<file path="config.mk">
export PLATFORM = sky130hd
export DESIGN_NAME = reg_access_ctrl_flat
export DESIGN_NICKNAME = d
export VERILOG_FILES = /design/src/rtl/reg_ctrl_pkg.sv /design/src/rtl/reg_access_ctrl_if.sv /design/src/rtl/reg_scoreboard.sv /design/src/rtl/reg_access_ctrl.sv /design/src/flat_wrapper.sv
export SDC_FILE = /design/constraint.sdc
export NUM_CORES = 1
export LEC_CHECK = 0
export ABC_AREA = 0
export CORE_ASPECT_RATIO = 0.7
export CORE_MARGIN = 2
export CORE_UTILIZATION = 47
export CTS_BUF_LIST = sky130_fd_sc_hd__clkbuf_8
export CTS_CLUSTER_DIAMETER = 120
export DETAILED_ROUTE_END_ITERATION = 10
export GPL_TIMING_DRIVEN = 0
export PLACE_DENSITY = 0.88
export SYNTH_ARGS = -nofsm -noshare
export SYNTH_HDL_FRONTEND = slang
export SYNTH_SLANG_ARGS = --single-unit
</file>
<file path="constraint.sdc">
create_clock -name clk -period 8.7 [get_ports clk]
set_clock_uncertainty 0.1 [all_clocks]
set_input_delay 1.74 -clock clk [delete_from_list [all_inputs] [get_ports clk]]
set_output_delay 1.74 -clock clk [all_outputs]
set_load 0.1 [all_outputs]
</file>
<file path="src/rtl/reg_ctrl_pkg.sv">
// Shared types and sizes for the register-file access controller.
package reg_ctrl_pkg;

   localparam int unsigned REG_ADDR_W = 5;
   localparam int unsigned NUM_REGS   = 32;
   localparam int unsigned STARVE_W   = 4;

   typedef enum logic [0:0] {
      WB_PRIO = 1'b0,
      ID_PRIO = 1'b1
   } arb_state_t;

   // One-hot mask selecting a single register of the pending vector.
   function automatic logic [NUM_REGS-1:0] reg_onehot(input logic [REG_ADDR_W-1:0] addr);
      return NUM_REGS'(1) << addr;
   endfunction

endpackage

</file>
<file path="src/rtl/reg_access_ctrl_if.sv">
// ID/WB request bundle plus register-file control outputs of reg_access_ctrl.
interface reg_access_ctrl_if
   import reg_ctrl_pkg::*;
#(
   parameter int unsigned BITSIZE = 32
) ();

   logic                  ID_REG_req_i;
   logic [REG_ADDR_W-1:0] ID_REG_rs1_i;
   logic [REG_ADDR_W-1:0] ID_REG_rs2_i;
   logic [REG_ADDR_W-1:0] ID_REG_rd_i;
   logic                  ID_REG_issue_i;
   logic                  REG_ID_access_o;

   logic                  WB_REG_req_i;
   logic [REG_ADDR_W-1:0] WB_REG_rd_i;
   logic [BITSIZE-1:0]    WB_REG_data_i;
   logic                  REG_WB_ack_o;

   logic [REG_ADDR_W-1:0] CTRL_RF_raddr1_o;
   logic [REG_ADDR_W-1:0] CTRL_RF_raddr2_o;
   logic                  CTRL_RF_we_o;
   logic [REG_ADDR_W-1:0] CTRL_RF_waddr_o;
   logic [BITSIZE-1:0]    CTRL_RF_wdata_o;
   logic [NUM_REGS-1:0]   CTRL_sb_o;

   modport slave (
      input  ID_REG_req_i, ID_REG_rs1_i, ID_REG_rs2_i, ID_REG_rd_i, ID_REG_issue_i,
      input  WB_REG_req_i, WB_REG_rd_i, WB_REG_data_i,
      output REG_ID_access_o, REG_WB_ack_o,
      output CTRL_RF_raddr1_o, CTRL_RF_raddr2_o, CTRL_RF_we_o,
      output CTRL_RF_waddr_o, CTRL_RF_wdata_o, CTRL_sb_o
   );

   modport master (
      output ID_REG_req_i, ID_REG_rs1_i, ID_REG_rs2_i, ID_REG_rd_i, ID_REG_issue_i,
      output WB_REG_req_i, WB_REG_rd_i, WB_REG_data_i,
      input  REG_ID_access_o, REG_WB_ack_o,
      input  CTRL_RF_raddr1_o, CTRL_RF_raddr2_o, CTRL_RF_we_o,
      input  CTRL_RF_waddr_o, CTRL_RF_wdata_o, CTRL_sb_o
   );

endinterface

</file>
<file path="src/rtl/reg_scoreboard.sv">
// Pending-write vector for in-flight destination registers; r0 is never pending.
module reg_scoreboard
   import reg_ctrl_pkg::*;
(
   input  logic                  clk,
   input  logic                  rst_n,
   input  logic                  set_en,
   input  logic [REG_ADDR_W-1:0] set_addr,
   input  logic                  clr_en,
   input  logic [REG_ADDR_W-1:0] clr_addr,
   input  logic [REG_ADDR_W-1:0] look_a,
   input  logic [REG_ADDR_W-1:0] look_b,
   input  logic [REG_ADDR_W-1:0] look_c,
   output logic                  hit_a,
   output logic                  hit_b,
   output logic                  hit_c,
   output logic [NUM_REGS-1:0]   pending
);

   logic [NUM_REGS-1:0] sb_q;
   logic [NUM_REGS-1:0] sb_d;
   logic [NUM_REGS-1:0] set_mask;
   logic [NUM_REGS-1:0] clr_mask;

   // Set is applied after clear so a same-cycle collision leaves the bit pending.
   always_comb begin
      set_mask = set_en ? reg_onehot(set_addr) : '0;
      clr_mask = clr_en ? reg_onehot(clr_addr) : '0;
      sb_d     = (sb_q & ~clr_mask) | set_mask;
      sb_d[0]  = 1'b0;
   end

   always_ff @(posedge clk or negedge rst_n) begin
      if (!rst_n) sb_q <= '0;
      else        sb_q <= sb_d;
   end

   assign hit_a   = sb_q[look_a];
   assign hit_b   = sb_q[look_b];
   assign hit_c   = sb_q[look_c];
   assign pending = sb_q;

endmodule

</file>
<file path="src/rtl/reg_access_ctrl.sv">
// Single-port register-file arbiter between ID reads and WB writes, with RAW/WAW
// hazard blocking and a starvation counter that eventually lets ID win over WB.
module reg_access_ctrl
   import reg_ctrl_pkg::*;
#(
   parameter int unsigned BITSIZE    = 32,
   parameter int unsigned MAX_STARVE = 4
) (
   input  logic               clk,
   input  logic               resetn_i,
   reg_access_ctrl_if.slave   bus
);

   localparam logic [STARVE_W-1:0] STARVE_LIM = STARVE_W'(MAX_STARVE);

   arb_state_t          state_q;
   arb_state_t          state_d;
   logic [STARVE_W-1:0] starve_q;
   logic [STARVE_W-1:0] starve_d;
   logic                id_grant_q;

   logic                hit_rs1;
   logic                hit_rs2;
   logic                hit_rd;
   logic                hazard;
   logic                id_elig;
   logic                id_grant;
   logic                wb_grant;
   logic                sb_set;
   logic                sb_clr;
   logic [NUM_REGS-1:0] sb_vec;
   logic [BITSIZE-1:0]  wb_data;

   // The ID stage hands an instruction to EX the cycle after its operand read grant.
   assign sb_set = bus.ID_REG_issue_i && id_grant_q && (bus.ID_REG_rd_i != '0);
   assign sb_clr = wb_grant && (bus.WB_REG_rd_i != '0);

   reg_scoreboard u_sb (
      .clk      (clk),
      .rst_n    (resetn_i),
      .set_en   (sb_set),
      .set_addr (bus.ID_REG_rd_i),
      .clr_en   (sb_clr),
      .clr_addr (bus.WB_REG_rd_i),
      .look_a   (bus.ID_REG_rs1_i),
      .look_b   (bus.ID_REG_rs2_i),
      .look_c   (bus.ID_REG_rd_i),
      .hit_a    (hit_rs1),
      .hit_b    (hit_rs2),
      .hit_c    (hit_rd),
      .pending  (sb_vec)
   );

   assign hazard  = hit_rs1 | hit_rs2 | hit_rd;
   assign id_elig = bus.ID_REG_req_i && !hazard;

   // State register: arbitration priority, starve count and last ID grant.
   always_ff @(posedge clk or negedge resetn_i) begin
      if (!resetn_i) begin
         state_q    <= WB_PRIO;
         starve_q   <= '0;
         id_grant_q <= 1'b0;
      end else begin
         state_q    <= state_d;
         starve_q   <= starve_d;
         id_grant_q <= id_grant;
      end
   end

   // Next state: count ID losses, hand priority to ID at the limit, return after its grant.
   always_comb begin
      state_d  = state_q;
      starve_d = starve_q;
      if (id_grant)
         starve_d = '0;
      else if (id_elig && wb_grant && (starve_q != '1))
         starve_d = starve_q + STARVE_W'(1);

      if (id_grant && (state_q == ID_PRIO))
         state_d = WB_PRIO;
      else if (starve_d >= STARVE_LIM)
         state_d = ID_PRIO;
   end

   // Grants: at most one per cycle, both forced low while reset is asserted.
   always_comb begin
      id_grant = 1'b0;
      wb_grant = 1'b0;
      if (resetn_i) begin
         case (state_q)
            WB_PRIO: begin
               wb_grant = bus.WB_REG_req_i;
               id_grant = id_elig && !bus.WB_REG_req_i;
            end
            ID_PRIO: begin
               id_grant = id_elig;
               wb_grant = bus.WB_REG_req_i && !id_elig;
            end
            default: begin
               id_grant = 1'b0;
               wb_grant = 1'b0;
            end
         endcase
      end
   end

   assign wb_data = bus.WB_REG_data_i;

   assign bus.REG_ID_access_o  = id_grant;
   assign bus.REG_WB_ack_o     = wb_grant;
   assign bus.CTRL_RF_we_o     = sb_clr;
   assign bus.CTRL_RF_raddr1_o = bus.ID_REG_rs1_i;
   assign bus.CTRL_RF_raddr2_o = bus.ID_REG_rs2_i;
   assign bus.CTRL_RF_waddr_o  = bus.WB_REG_rd_i;
   assign bus.CTRL_RF_wdata_o  = wb_data;
   assign bus.CTRL_sb_o        = sb_vec;

endmodule

</file>
<file path="src/flat_wrapper.sv">
// flat-port wrapper written by rule: the top's interface ports become plain ports
module reg_access_ctrl_flat import reg_ctrl_pkg::*;
#(
   parameter int unsigned BITSIZE    = 32,
   parameter int unsigned MAX_STARVE = 4
)
  (clk, resetn_i, bus_ID_REG_req_i, bus_ID_REG_rs1_i, bus_ID_REG_rs2_i, bus_ID_REG_rd_i, bus_ID_REG_issue_i, bus_WB_REG_req_i, bus_WB_REG_rd_i, bus_WB_REG_data_i, bus_REG_ID_access_o, bus_REG_WB_ack_o, bus_CTRL_RF_raddr1_o, bus_CTRL_RF_raddr2_o, bus_CTRL_RF_we_o, bus_CTRL_RF_waddr_o, bus_CTRL_RF_wdata_o, bus_CTRL_sb_o);
  reg_access_ctrl_if #(.BITSIZE(BITSIZE)) bus_i ();
  input  logic clk;
  input  logic resetn_i;
  input wire logic [$bits(bus_i.ID_REG_req_i)-1:0] bus_ID_REG_req_i;
  input wire logic [$bits(bus_i.ID_REG_rs1_i)-1:0] bus_ID_REG_rs1_i;
  input wire logic [$bits(bus_i.ID_REG_rs2_i)-1:0] bus_ID_REG_rs2_i;
  input wire logic [$bits(bus_i.ID_REG_rd_i)-1:0] bus_ID_REG_rd_i;
  input wire logic [$bits(bus_i.ID_REG_issue_i)-1:0] bus_ID_REG_issue_i;
  input wire logic [$bits(bus_i.WB_REG_req_i)-1:0] bus_WB_REG_req_i;
  input wire logic [$bits(bus_i.WB_REG_rd_i)-1:0] bus_WB_REG_rd_i;
  input wire logic [$bits(bus_i.WB_REG_data_i)-1:0] bus_WB_REG_data_i;
  output wire logic [$bits(bus_i.REG_ID_access_o)-1:0] bus_REG_ID_access_o;
  output wire logic [$bits(bus_i.REG_WB_ack_o)-1:0] bus_REG_WB_ack_o;
  output wire logic [$bits(bus_i.CTRL_RF_raddr1_o)-1:0] bus_CTRL_RF_raddr1_o;
  output wire logic [$bits(bus_i.CTRL_RF_raddr2_o)-1:0] bus_CTRL_RF_raddr2_o;
  output wire logic [$bits(bus_i.CTRL_RF_we_o)-1:0] bus_CTRL_RF_we_o;
  output wire logic [$bits(bus_i.CTRL_RF_waddr_o)-1:0] bus_CTRL_RF_waddr_o;
  output wire logic [$bits(bus_i.CTRL_RF_wdata_o)-1:0] bus_CTRL_RF_wdata_o;
  output wire logic [$bits(bus_i.CTRL_sb_o)-1:0] bus_CTRL_sb_o;
  assign bus_i.ID_REG_req_i = bus_ID_REG_req_i;
  assign bus_i.ID_REG_rs1_i = bus_ID_REG_rs1_i;
  assign bus_i.ID_REG_rs2_i = bus_ID_REG_rs2_i;
  assign bus_i.ID_REG_rd_i = bus_ID_REG_rd_i;
  assign bus_i.ID_REG_issue_i = bus_ID_REG_issue_i;
  assign bus_i.WB_REG_req_i = bus_WB_REG_req_i;
  assign bus_i.WB_REG_rd_i = bus_WB_REG_rd_i;
  assign bus_i.WB_REG_data_i = bus_WB_REG_data_i;
  assign bus_REG_ID_access_o = bus_i.REG_ID_access_o;
  assign bus_REG_WB_ack_o = bus_i.REG_WB_ack_o;
  assign bus_CTRL_RF_raddr1_o = bus_i.CTRL_RF_raddr1_o;
  assign bus_CTRL_RF_raddr2_o = bus_i.CTRL_RF_raddr2_o;
  assign bus_CTRL_RF_we_o = bus_i.CTRL_RF_we_o;
  assign bus_CTRL_RF_waddr_o = bus_i.CTRL_RF_waddr_o;
  assign bus_CTRL_RF_wdata_o = bus_i.CTRL_RF_wdata_o;
  assign bus_CTRL_sb_o = bus_i.CTRL_sb_o;
  reg_access_ctrl #(.BITSIZE(BITSIZE), .MAX_STARVE(MAX_STARVE)) u_core (.clk(clk), .resetn_i(resetn_i), .bus(bus_i));
endmodule
</file>
==> flow_summary_export.csv, run 1 <==
group,metric,value,unit
run_status,status,"completed",
setup_path,cp_data_arrival_time,5440,ps
power_and_ir_drop,power.density,171,mW/mm2
global_route,grt_pass1_vias,3062,
setup_path,cp-end-kind,"output port",
synthesis,synth_edf_count,0,
detailed_routing,postRouteAntennaNets,0,
sta,hold_violations,0,
clock_tree,ctsHoldBuffers,0,
finish,drive_above_1_share,21.8,%
power_and_ir_drop,power.leakage,0.00175,uW
sta,relSlewSlack,33.6,%
sta,setup_ws,1420,ps
finish,antenna_cells,0,
placement,portBuffers,96,
synthesis,ys_seq_elements,37,
setup_path,crit_required,6860,ps
min_path,min_path_type,"register to register",
power_and_ir_drop,ir_worst_vdd,0.107,mV
die,fp.dieH,72.4,um
sta,worst_pin_slew,993,ps
sta,finalSetupViolCount,0,
setup_path,worstPathCellList,"clkdlybuf4s50_1 -> clkbuf_1 -> mux2_2 -> nand3b_1 -> a31o_1 -> nand4_2 -> nor4b_4 -> buf_4 -> a211oi_1 -> clkdlybuf4s50_1",
sta,post-route-period-util,83.7,%
finish,fill_cells,516,
synthesis,synth_top_cell_area_share,29.5,%
clock_tree,cts_tree,"done",
clock_tree,cts-resized-gates,0,
synthesis,ys_seq_area_share,29.5,%
clock_tree,cts_setup_buffers,0,
clock_tree,cts_buffer_depth,2,
placement,dp_hpwl,8070,um
synthesis,syn_area,0.00314,mm2
flow_run,maxCapViolations,0,
synthesis,synth_fp_nets,404,
clock_tree,path_clk_slew,70,ps
die,core_area,0.00634,mm2
synthesis,synth.distinct_cells,52,
sta,setup_tns,0,ps
finish,area_growth,36.8,%
die,rows,24,
placement,gp_congestion,0.975,
setup_path,start_kind,"primary input",
die,die-area,0.00737,mm2
die,die_x,102,um
die,start_util,49.6,%
setup_path,crit_top_cell,"clkdlybuf4s50_1",
synthesis,synthFlopType,"dfrtp_1",
synthesis,syn_inst,346,
synthesis,synth_area_per_cell,9.08,um2
setup_path,cp_max_fo,10,
sta,period_minus_slack,7280,ps
detailed_routing,post_drt_via_cell_ratio,6.12,
die,ios,139,
sta,max_freq,0.137,GHz
clock_tree,htree_levels,2,
sta,drv_slew,0,
global_route,grt_max_degree,44,
finish,finish.utilization,67.8,%
global_route,grt_usage,27.6,%
setup_path,slowest_stage,"clkdlybuf4s50_1",
placement,pre_cts_slack,1530,ps
synthesis,synth.largest_area_cell,"dfrtp_1",
global_route,grt_pass1_wl,15800,um
setup_path,criticalPathCategory,"primary input to output port",
finish,design_area,0.00430,mm2
sta,hold_ws,437,ps
detailed_routing,wl_per_cell,19.3,um
clock_tree,numCtsBuffers,5,
clock_tree,clock-sinks,37,
global_route,grt_overflow,0,
synthesis,synthTopCellsByArea,"dfrtp_1 29%, buf_4 12%, mux4_2 10%",
detailed_routing,drtIter0Drc,334,
synthesis,synthArstFlopShare,100,%
clock_tree,clk_latency,290,ps
detailed_routing,drt-pass1-iter-count,5,
detailed_routing,drc_errors,0,
global_route,grt_antenna_before_repair,0,
sta,rsz0062_at_grt,"no",
synthesis,ys.warnings.count,0,
detailed_routing,vias,3312,
setup_path,slowest_delay,990,ps
placement,placed_area,0.00421,mm2
detailed_routing,detail_route.wirelength,10500,um
finish,nNetsFinal,507,
clock_tree,cts_root_buffer,"clkbuf_8",
-- cells by family (layout without fill, tap and decap cells) --
logic type               count (synthesis)  after routing  share of synthesized area (%)
AND/OR/NAND/NOR                        107            107                           18.5
AO/OA/AOI/OAI                           93             93                           19.4
buffers and inverters                   74            178                           15.7
flip-flops                              37             37                           29.5
multiplexers                            33             33                           16.5
adder cells (fa/ha/maj)                  1              1                          0.398
other                                    1              1                          0.119
-- stage by stage --
step                total power, uW  instances
floorplan                       513        346
global placement                603        533
detailed placement              610        533
CTS                             728        541
global route                    757        541
finish                          734        541
-- worst max-delay path, delay by kind of cell --
family	cells	cell delay [ps]
mux	1	390
simple gates	3	790
compound gates	2	230
buf+inv	4	2260
-- placed cells by master (no fill, tap or decap), types with 2 or more instances in the layout --
cell type,Yosys,final
a21oi_1,5,5
a221oi_1,2,2
a22oi_1,3,3
and2_1,2,2
and3_1,4,4
buf_2,7,8
buf_4,51,51
buf_6,2,2
clkbuf_1,6,6
clkbuf_8,0,5
clkdlybuf4s50_1,0,95
clkinv_2,0,2
dfrtp_1,37,37
inv_1,8,8
mux2_1,2,2
mux2_2,8,8
mux2i_1,9,9
mux4_2,14,14
nand2_1,29,29
nand2b_1,7,7
nand3_1,12,12
nand3b_1,3,3
nand4_1,4,4
nor2_1,22,22
nor2b_1,10,10
nor3_1,4,4
o211ai_1,7,7
o21ai_0,23,23
o21ai_1,20,20
o22ai_1,3,3
o31ai_1,15,15
o41ai_1,4,4
-- flip-flops by register name, indices dropped and copies added, names as in the netlist --
name / cells
u_core.u_sb.pending: 31
u_core.state_q: 1
u_core.id_grant_q: 1
u_core.starve_q: 4
-- final cells by class --
| cell class | count | area, um2 | area share (%) |
|---|---|---|---|
| multi-input cells | 235 | 1720 | 40.1 |
| repair buffers | 96 | 956 | 22.2 |
| flip-flops and latches | 37 | 926 | 21.5 |
| plain buffers | 66 | 463 | 10.8 |
| well taps | 91 | 114 | 2.65 |
| clock buffers | 5 | 68.8 | 1.60 |
| inverters | 8 | 30.0 | 0.699 |
| clock inverters | 3 | 17.5 | 0.408 |
-- synthesized netlist by cell type (2+ instances only) --
library cell,n
o211ai_1,7
o22ai_1,3
nand4_1,4
nand2_1,29
a221oi_1,2
o21ai_1,20
buf_2,7
nand3_1,12
mux2_1,2
o21ai_0,23
buf_4,51
nor3_1,4
o41ai_1,4
inv_1,8
mux4_2,14
o31ai_1,15
a21oi_1,5
nand2b_1,7
nor2_1,22
clkbuf_1,6
nor2b_1,10
dfrtp_1,37
buf_6,2
and2_1,2
mux2i_1,9
mux2_2,8
and3_1,4
a22oi_1,3
nand3b_1,3
-- worst paths after layout --
path	startpoint	to	slack, ps	depth (start not counted)
worst max register to register	u_core.u_sb.pending[24]	u_core.u_sb.pending[21]	6000	8
worst max-delay path	bus_ID_REG_rd_i[0]	bus_CTRL_RF_we_o	1420	10
worst min register to register	u_core.starve_q[1]	u_core.starve_q[1]	440	1
max in group asynchronous	resetn_i	u_core.u_sb.pending[31]	6460	1
min in group asynchronous	resetn_i	u_core.u_sb.pending[24]	1470	1
worst min-delay path	u_core.starve_q[1]	u_core.starve_q[1]	440	1
-- power breakdown --
| group | total (uW) | leakage (uW) | internal (uW) | switching (uW) |
|---|---|---|---|---|
| clock | 121 | 0.0000439 | 55.3 | 65.3 |
| combinational | 387 | 0.00122 | 114 | 273 |
| sequential | 226 | 0.000494 | 192 | 33.7 |
| total | 734 | 0.00175 | 362 | 372 |
-- per-layer routing --
metal,wire (um),GRT usage [%]
met5,0,0
met4,194,7.96
met1,3950,38.8
met3,1540,8.00
met2,4790,41.6
(Power assumes the default switching activity.)
==> inputs of run 2 (changes only) <==
Settings changed: CORE_UTILIZATION 47 to 40, PLACE_DENSITY 0.88 to 0.8.
Clock period 8.7 ns to 6.45 ns, I/O delays scaled along.
==> flow_summary_export.csv, run 2 (synthesized netlist as in run 1, its figures left out) <==
group,metric,value,unit
run_status,status,"completed",
detailed_routing,vias,3299,
clock_tree,clk_latency,300,ps
global_route,grt_pass1_vias,3205,
sta,drv_slew,0,
setup_path,worstPathCellList,"clkdlybuf4s50_1 -> buf_4 -> mux4_2 -> nand4b_1 -> and3_1 -> nand4_2 -> nor3_4 -> nand2_1 -> nor2_1 -> dlymetal6s2s_1",
sta,finalSetupViolCount,0,
finish,antenna_cells,0,
finish,drive_above_1_share,21.8,%
detailed_routing,drt-pass1-iter-count,6,
power_and_ir_drop,switching_share,49.4,%
power_and_ir_drop,clkPwrFrac,18.0,%
sta,hold_ws,434,ps
die,start_util,42.2,%
setup_path,cp-end-kind,"output port",
clock_tree,cts_tree,"done",
clock_tree,clock-sinks,37,
sta,relSlewSlack,34.0,%
detailed_routing,drtIter0Drc,340,
finish,nNetsFinal,507,
placement,portBuffers,96,
flow_run,maxCapViolations,0,
power_and_ir_drop,internal_power,510,uW
placement,placed_cells,540,
detailed_routing,post_drt_via_cell_ratio,6.02,
setup_path,cp_max_fo,10,
global_route,grt_usage,25.5,%
clock_tree,cts_root_buffer,"clkbuf_8",
finish,finalNonFillerCells,548,
finish,largest_reg_flops,31,
sta,hold_violations,0,
power_and_ir_drop,power.density,233,mW/mm2
sta,max_freq,0.167,GHz
clock_tree,cts-resized-gates,0,
clock_tree,path_clk_slew,70,ps
clock_tree,cts_setup_buffers,0,
die,die_x,110,um
setup_path,slowest_stage,"dlymetal6s2s_1",
min_path,hold_depth,1,
global_route,grt_pass1_wl,16900,um
die,core_area,0.00745,mm2
setup_path,crit_required,5060,ps
finish,fill_cells,662,
die,rows,26,
finish,final_cell_mix,"92 x clkdlybuf4s50_1, 51 x buf_4, 37 x dfrtp_1",
placement,dp_hpwl,8270,um
sta,period_minus_slack,5970,ps
setup_path,cp_data_arrival_time,4580,ps
setup_path,start_kind,"primary input",
sta,worst_pin_slew,988,ps
clock_tree,ctsHoldBuffers,0,
sta,post-route-period-util,92.6,%
detailed_routing,wl_per_cell,19.5,um
detailed_routing,drc_errors,0,
power_and_ir_drop,power_frac_comb,51.8,%
power_and_ir_drop,switchingPower,498,uW
finish,finish.utilization,58.1,%
placement,gp_congestion,0.970,
die,fp.dieH,78.2,um
detailed_routing,postRouteAntennaNets,0,
detailed_routing,detail_route.wirelength,10700,um
power_and_ir_drop,ir_worst_vdd,0.197,mV
clock_tree,htree_levels,2,
die,ios,139,
global_route,grt_max_degree,44,
setup_path,slowest_delay,780,ps
sta,rsz0062_at_grt,"no",
setup_path,criticalPathCategory,"primary input to output port",
clock_tree,cts_buffer_depth,2,
setup_path,r2r_cells,8,
min_path,min_path_type,"register to register",
global_route,grt_overflow,0,
power_and_ir_drop,power.leakage,0.00181,uW
clock_tree,numCtsBuffers,5,
global_route,grt_antenna_before_repair,0,
power_and_ir_drop,power_frac_seq,30.2,%
finish,layout_commonest_cell,"clkdlybuf4s50_1",
die,die-area,0.00859,mm2
finish,area_growth,37.8,%
## run 2: cell count changes in the layout (fill, tap and decap cells not counted), sizes merged
cell | before | now
clkdlybuf4s50 | 95 | 92
dlymetal6s2s | 0 | 3
clkbuf | 11 | 13
clkinv | 2 | 1
clkinvlp | 1 | 0
## run 2: metal layers
layer / up-vias / share of wire [%] / global-route usage (%)
met2: 253 / 45 / 38.2
met4: 0 / 1.6 / 7.34
met5: - / 0 / 0
met3: 23 / 14 / 6.48
li1: 1442 / - / -
met1: 1581 / 39 / 36.3
## run 2: critical path: cells and delay by family
kind          cells  cell delay, ps
buf+inv           3            1540
simple gates      6            1200
mux               1             530
## run 2: worst paths after layout
check	start	endpoint	slack [ps]
setup / recovery	bus_ID_REG_rs2_i[0]	bus_REG_ID_access_o	480
hold / removal	u_core.starve_q[1]	u_core.starve_q[1]	430
setup reg to reg	u_core.u_sb.pending[30]	u_core.u_sb.pending[12]	3760
hold reg to reg	u_core.starve_q[1]	u_core.starve_q[1]	430
max in group asynchronous	resetn_i	u_core.u_sb.pending[12]	4650
min in group asynchronous	resetn_i	u_core.u_sb.pending[22]	1020
## run 2: layout make-up
type                       count  area, um2  area share [%]
buffer                        66        463            10.7
clock buffer                   7       96.3            2.23
clock inverter                 1       5.00           0.116
inverter                       8       30.0           0.694
multi-input combinational    235       1720            39.8
sequential                    37        926            21.4
tap                           98        123            2.83
timing repair buffer          96        963            22.3
## run 2: per-stage QoR
step | instance area, um2 | total power, uW | worst slack, ps | TNS [ps]
finish | 4330 | 1010 | 479 | 0
global route | 4330 | 1050 | 336 | 0
CTS | 4320 | 1000 | 89.8 | 0
detailed placement | 4220 | 825 | 107 | 0
global placement | 4230 | 818 | -152 | -167
floorplan | 3140 | 692 | 142 | 0
## run 2: power by group through the flow
stage / clock network, uW / registers [uW] / logic [uW]
floorplan: 0 / 414 / 278
global placement: 0 / 304 / 514
detailed placement: 0 / 305 / 520
CTS: 182 / 301 / 521
global route: 193 / 307 / 545
finish: 181 / 304 / 522
